==> config.mk <==
export PLATFORM = sky130hd
export DESIGN_NAME = axi_lite_rd_arbiter
export DESIGN_NICKNAME = d
export VERILOG_FILES = /design/src/rtl/axi_lite_rd_arbiter.sv
export SDC_FILE = /design/constraint.sdc
export NUM_CORES = 1
export LEC_CHECK = 0
export ABC_AREA = 1
export ABC_CLOCK_PERIOD_IN_PS = 1200
export CAP_MARGIN = 20
export CORE_AREA = 2 2 157 159
export CTS_CLUSTER_SIZE = 30
export DETAILED_ROUTE_END_ITERATION = 8
export DIE_AREA = 0 0 159 161
export REMOVE_ABC_BUFFERS = 1
export SLEW_MARGIN = 20
export SYNTH_ARGS = -nofsm -noshare
export SYNTH_HDL_FRONTEND = slang
export SYNTH_SLANG_ARGS = --single-unit
==> constraint.sdc <==
create_clock -name clk -period 1.2 [get_ports clk]
set_input_delay 0.24 -clock clk [delete_from_list [all_inputs] [get_ports clk]]
set_output_delay 0.24 -clock clk [all_outputs]
set_load 0.01 [all_outputs]
==> src/rtl/axi_lite_rd_arbiter.sv <==
// axi_lite_rd_arbiter: shares one AXI-lite read port (m0/m1 AR+R in, s AR+R out, gnt_o/busy_o status) with one read outstanding
module axi_lite_rd_arbiter #(
  parameter int ADDR_W = 64,
  parameter int DATA_W = 64,
  parameter bit RR_EN  = 1'b1
) (
  input  logic              clk,
  input  logic              rst,
  input  logic              m0_arvalid,
  output logic              m0_arready,
  input  logic [ADDR_W-1:0] m0_araddr,
  output logic              m0_rvalid,
  input  logic              m0_rready,
  output logic [DATA_W-1:0] m0_rdata,
  output logic [1:0]        m0_rresp,
  input  logic              m1_arvalid,
  output logic              m1_arready,
  input  logic [ADDR_W-1:0] m1_araddr,
  output logic              m1_rvalid,
  input  logic              m1_rready,
  output logic [DATA_W-1:0] m1_rdata,
  output logic [1:0]        m1_rresp,
  output logic              s_arvalid,
  input  logic              s_arready,
  output logic [ADDR_W-1:0] s_araddr,
  input  logic              s_rvalid,
  output logic              s_rready,
  input  logic [DATA_W-1:0] s_rdata,
  input  logic [1:0]        s_rresp,
  output logic [1:0]        gnt_o,
  output logic              busy_o
);
  typedef enum logic [1:0] {IDLE, ADDR, DATA} state_t;
  state_t              state_q;
  logic [1:0]          gnt_q;
  logic                last_q;
  logic                s_arvalid_q;
  logic [ADDR_W-1:0]   s_araddr_q;
  logic                idle, in_data, req, pick1;
  assign idle    = state_q == IDLE;
  assign in_data = state_q == DATA;
  assign req     = m0_arvalid | m1_arvalid;
  assign pick1   = (m0_arvalid & m1_arvalid) ? (RR_EN ? ~last_q : 1'b1) : m1_arvalid;
  assign m0_arready = idle & m0_arvalid & ~pick1;
  assign m1_arready = idle & m1_arvalid & pick1;
  assign m0_rvalid  = in_data & gnt_q[0] & s_rvalid;
  assign m1_rvalid  = in_data & gnt_q[1] & s_rvalid;
  assign s_rready   = in_data & ((gnt_q[0] & m0_rready) | (gnt_q[1] & m1_rready));
  assign m0_rdata   = s_rdata;
  assign m1_rdata   = s_rdata;
  assign m0_rresp   = s_rresp;
  assign m1_rresp   = s_rresp;
  assign s_arvalid  = s_arvalid_q;
  assign s_araddr   = s_araddr_q;
  assign gnt_o      = gnt_q;
  assign busy_o     = ~idle;
  always_ff @(posedge clk) begin
    if (rst) begin
      state_q     <= IDLE;
      gnt_q       <= 2'b00;
      last_q      <= 1'b1;
      s_arvalid_q <= 1'b0;
      s_araddr_q  <= '0;
    end else begin
      case (state_q)
        IDLE: if (req) begin
          s_araddr_q  <= pick1 ? m1_araddr : m0_araddr;
          gnt_q       <= pick1 ? 2'b10 : 2'b01;
          s_arvalid_q <= 1'b1;
          state_q     <= ADDR;
        end
        ADDR: if (s_arready) begin
          s_arvalid_q <= 1'b0;
          state_q     <= DATA;
        end
        DATA: if (s_rvalid && s_rready) begin
          last_q  <= gnt_q[1];
          gnt_q   <= 2'b00;
          state_q <= IDLE;
        end
        default: state_q <= IDLE;
      endcase
    end
  end
endmodule

Word level (Yosys, flattened, before mapping). Cells that the tools add are included.

Register bits after elaboration: 70. Output and inout bits: 205. Input port bits: 202. Word-level logic and storage cells: 48.

Equal/unequal tests: 5. Reductions and logical operators: 9. Bitwise gates (word level): 17. Mux-type cells: 12.

Operators with widths (number): 2-to-1 mux 64 bit (1); AND 1 bit (12); 2-to-1 mux 2 bit (5); AND reduction 3 bit (3); one-hot mux 2 bit (3 select lines) (1); != test 2 x 1 -> 1 bit, second input constant (2); one-hot mux 2 bit (2 select lines) (1); AND reduction 2 bit (2); nonzero test 2 bit (2); 2-to-1 mux 1 bit (3); NOT 1 bit (3); equality test 2 x 1 -> 1 bit, second input constant (1); equality test 2 bit, second input constant (1); logical NOT 2 bit (1); != test 2 bit, second input constant (1); OR 1 bit (2); one-hot mux 1 bit (2 select lines) (1); logical AND 1 bit (1).

Logic depth before layout (Yosys ltp). Gate-level depths: netlist (run 1).

Depth after elaboration: 6. Gate-level depth with buffers: 9. Gate-level depth less buffers: 7.

Worst setup path before layout (run 1). No wires, ideal clock.

Path type: register -> register. Start: reg state_q[1]. End: reg gnt_q[0] (netlist: gnt_o[0]). Period minus slack after synthesis: 1.147 ns. Data arrival time: 1.076 ns. Data required time: 1.130 ns. Setup slack: 0.053 ns. Buffers on the path: 1. Stages on the path, launching flop included: 7. Setup time: 0.070 ns. Path through: dfxtp_1 nor2_4 o21ai_4 buf_6 nor2_1 inv_1 a21oi_1.

Word-level cells in the longest chain between the ends: 5. Elaborated cells on any way between the ends: 9.

Ends and longest elaborated chain: start: declaration (line 34) `state_t state_q;`; start signal: assignment (line 59) `state_q <= IDLE;`; start signal: assignment (line 70) `state_q <= ADDR;`; start signal: assignment (line 74) `state_q <= DATA;`; equality test 2 bit (line 41, 65); AND 1 bit (line 48) `assign s_rready = in_data & ((gnt_q[0] & m0_rready) | (gnt_q[1] & m1_rready));`; logical AND 1 bit (line 76) `DATA: if (s_rvalid && s_rready) begin`; != test 2 x 1 -> 1 bit (no source line); AND reduction 3 bit (no source line); end signal: assignment (line 68) `gnt_q <= pick1 ? 2'b10 : 2'b01;`; end: declaration (line 35) `logic [1:0] gnt_q;`.

Several ways; a longest one is shown, not always the timed one. A chain may end at the register's enable or synchronous reset.

Worst setup path after layout (run 1).
Start: reg state_q[1]. End: reg s_araddr_q[14] (netlist: s_araddr[14]).

Word-level cells in the longest chain between the ends: 2.

Ends and longest elaborated chain: logical NOT 2 bit (line 65) `case (state_q)`; AND reduction 2 bit (no source line); end signal: assignment (line 67) `s_araddr_q <= pick1 ? m1_araddr : m0_araddr;`; end: declaration (line 38) `logic [ADDR_W-1:0] s_araddr_q;`.

Every way passes these cells.

==> results.md, run 1 <==
* GR met3 Demand/Resource at between 20 and 25%
* Clock Skews at just under 0.008 ns
* Routed Antenna Nets at 0
* First-pass GRT wire length at about 38000 microns
* Met2 usage at 34.6%
* Crit end category: flip-flop
* Via count at between 4000 and 5000
* Crit path DAT at 1.75 ns
* Setup CP Type: flip-flop to flip-flop
* Final WS setup at -0.287 ns
* #FFs+latches synth at 70
* Sequential area share after synthesis at 32.2%
* Startpoint types: flip-flop
* Unrepaired setup endpoints after global routing: yes
* Worst-path fanout max at 8
* Core area at 0.0240 sq mm
* Non-filler cells, final at 1018
* Max_cap viols at 0
* Maximum number of pins on one net before global-route repair at 36
* Vias in the first global route at 4191
* Crit share post-route at 124%
* Drt drc at 0
* Synth area leaders: dfxtp_1, buf_4, o21ai_1
* Ports at between 400 and 500
* Slew Limit Headroom at ~72%
* Synth Instances at 600
* Top cell type's share of synthesized area at 32.2%
* Clock Root Buffer: clkbuf_16
* Avg WL per Cell at between 20 and 30 microns
* Routed WL at 29000 microns
* Initial core utilization at 18.2%
* Hold Vio Cnt, Final at 0
* DR iter-0 viols at between 200 and 300
* Synth warnings at 0
* Total CTS buffers at 9
* Post-synth top area cell: dfxtp_1
* Post-route minimum period at 1.49 ns
* Mapped Area at around 0.0044 sq mm
* Worst-Margin Slew at 0.418 ns
* Avg Cell Area, Syn at 7.25 sq um
* Clk Latency, worst-skew pair at 0.34 ns
* Layout cells sized above 1 at 26.1%
* WP data required at 1.46 ns
* Routing usage on met1 at 16.7%
* Hold-fix buffers, CTS at 0
* Die extent in y at 161 microns
* Final Setup Violations at 70
* Row count at 57
* Hold Path Class: input pin to flip-flop
* Max VDD drop at 0.542 mV
* Drt first pass iters at 4
* Gr ovfl total at 0
* Clock slew at reported path FFs at 0.06 ns
* Final nets at 891
* Die W at 159 microns
* Placed cell count at 993
* Layout area overhead at 46.3%
* Pins Over Slew Limit at 0
* Worst-case clock buffer depth at 2
* Run status: complete, but fails checks
* R2R setup slack at -0.29 ns
* Die area at 0.0256 sq mm
* Failing checks: setup timing
* Vias per inst at 4.33
* IO Port Bufs at approximately 210
* DP Wirelength at 23700 microns
* Fmax at roughly 670 MHz
* Initial antenna violation count at 1
* Diode count at 0
* CTS tree: built
* H-tree Lvls at 3
* Cell Pwr Density at 1270 mW/mm^2
* GRT busiest layer: met2
* Routability-driven placement congestion ratio at 0.893
* Fin Hold WS at between 0.2 and 0.3 ns
* # clock sinks at 70
* Yosys cell types at 20
* All-layer global routing usage at 21.7%
* Lkg Pwr at 2.77 nW
* Power Total at between 0.008 and 0.009 W
## cell usage after synthesis
cell type  instances
a21oi_1           71
clkbuf_1          11
buf_4            137
buf_6             10
o21ai_4            1
clkbuf_2           1
nand2_1           79
inv_1             71
dfxtp_1           70
o21ai_0           23
o21ai_2           19
nor2_4             1
nand2_2            1
inv_2              1
o21ai_1           86
buf_2              7
inv_6              1
nor2_1             7
buf_8              1
nand3_1            2
## per-layer routing
metal	share of wire [%]	vias up
met5	1.1	-
met1	28	1953
met3	22	49
met2	45	440
li1	-	1961
met4	3.1	10
## power by group
| group | switching (W) | internal [W] | total (W) |
|---|---|---|---|
| Sequential | 0.000134 | 0.00257 | 0.00270 |
| Clock | 0.00105 | 0.00187 | 0.00292 |
| Combinational | 0.00121 | 0.00126 | 0.00247 |
| Total | 0.00239 | 0.00570 | 0.00809 |
## sequential cells by signal, indices dropped and copies added, names as in the netlist
| signal | count |
|---|---|
| last_q | 1 |
| state_q | 2 |
| s_araddr | 64 |
| gnt_o | 2 |
| s_arvalid | 1 |
## critical path: stages (launching register included)
cell	delay [ns]
dfxtp_4	0.36
nor2_4	0.17
o21ai_4	0.10
buf_6	0.15
inv_16	0.11
clkbuf_16	0.18
o21ai_2	0.05
inv_1	0.04
o21ai_1	0.07
a21oi_1	0.15
## what timing repair did
item | CTS | global route
gates cloned | 3 | 3
setup endpoints to repair | 139 | 127
gates resized for setup | 195 | 120
buffers inserted | 4 | 1
pin swaps | 5 | 37
## cells by family (layout without fill, tap and decap cells)
logic type / count (synthesis) / after routing / synth area share [%]
flops: 70 / 70 / 32.2
simple gates: 90 / 90 / 8.05
buf+inv: 240 / 334 / 34.8
compound gates: 200 / 200 / 24.9
## metrics by stage
step	TNS [ns]	worst slack, ns	area, sq um	utilization, %
3_3_place_gp	-44.52	-0.904	5870	24.5
5_1_grt	-22.12	-0.353	6370	26.6
2_1_floorplan	-59.91	-0.957	3110	-
3_5_place_dp	-44.44	-0.897	5870	24.5
6_report	-16.29	-0.287	6370	26.6
4_1_cts	-19.37	-0.319	6310	26.3
## placed cells by master, fill, tap and decap left out
master             n
a21oi_1           68
a21oi_2            3
buf_12             5
buf_16             4
buf_2             18
buf_4             20
buf_6             11
bufinv_16          2
clkbuf_1           2
clkbuf_16         12
clkbuf_2          30
clkbuf_8           1
clkdlybuf4s15_1   18
clkdlybuf4s15_2    2
clkdlybuf4s50_1  132
clkinv_2           2
dfxtp_1           62
dfxtp_2            6
dfxtp_4            2
dlygate4sd2_1      1
dlymetal6s2s_1     1
inv_1             67
inv_16             1
inv_2              5
nand2_1           74
nand2_2            6
nand3_2            2
nor2_1             2
nor2_2             1
nor2_4             5
o21ai_0            9
o21ai_1           77
o21ai_2           41
o21ai_4            2
## path summary, 6_finish.rpt
check | start | end | depth (start not counted)
setup / recovery | state_q[1]$_SDFFE_PP0P_ | s_araddr[14]$_SDFFE_PP0P_ | 9
hold reg to reg | s_araddr[28]$_SDFFE_PP0P_ | s_araddr[28]$_SDFFE_PP0P_ | 2
setup reg to reg | state_q[1]$_SDFFE_PP0P_ | s_araddr[14]$_SDFFE_PP0P_ | 9
hold / removal | rst | s_araddr[50]$_SDFFE_PP0P_ | 2
## area by class of cell
class                           count  area [sq um]
Fill cell                        2717         17600
Timing Repair Buffer              245          2340
Multi-Input combinational cell    290          1590
Sequential cell                    70          1420
Tap cell                          324           405
Inverter                           73           290
Clock buffer                       12           246
Clock inverter                      4          70.1
Power figures use the tool's default switching activity.
==> inputs of run 2 (changes only) <==
--- a/config.mk
+++ b/config.mk
@@ -7,7 +7,7 @@
 export LEC_CHECK = 0
 export ABC_AREA = 1
 export ABC_CLOCK_PERIOD_IN_PS = 1200
-export CAP_MARGIN = 20
+export CAP_MARGIN = 25
 export CORE_AREA = 2 2 157 159
 export CTS_CLUSTER_SIZE = 30
 export DETAILED_ROUTE_END_ITERATION = 8
==> results of run 2 <==
No change in the layout: final DEF, timing and power equal those of run 1.
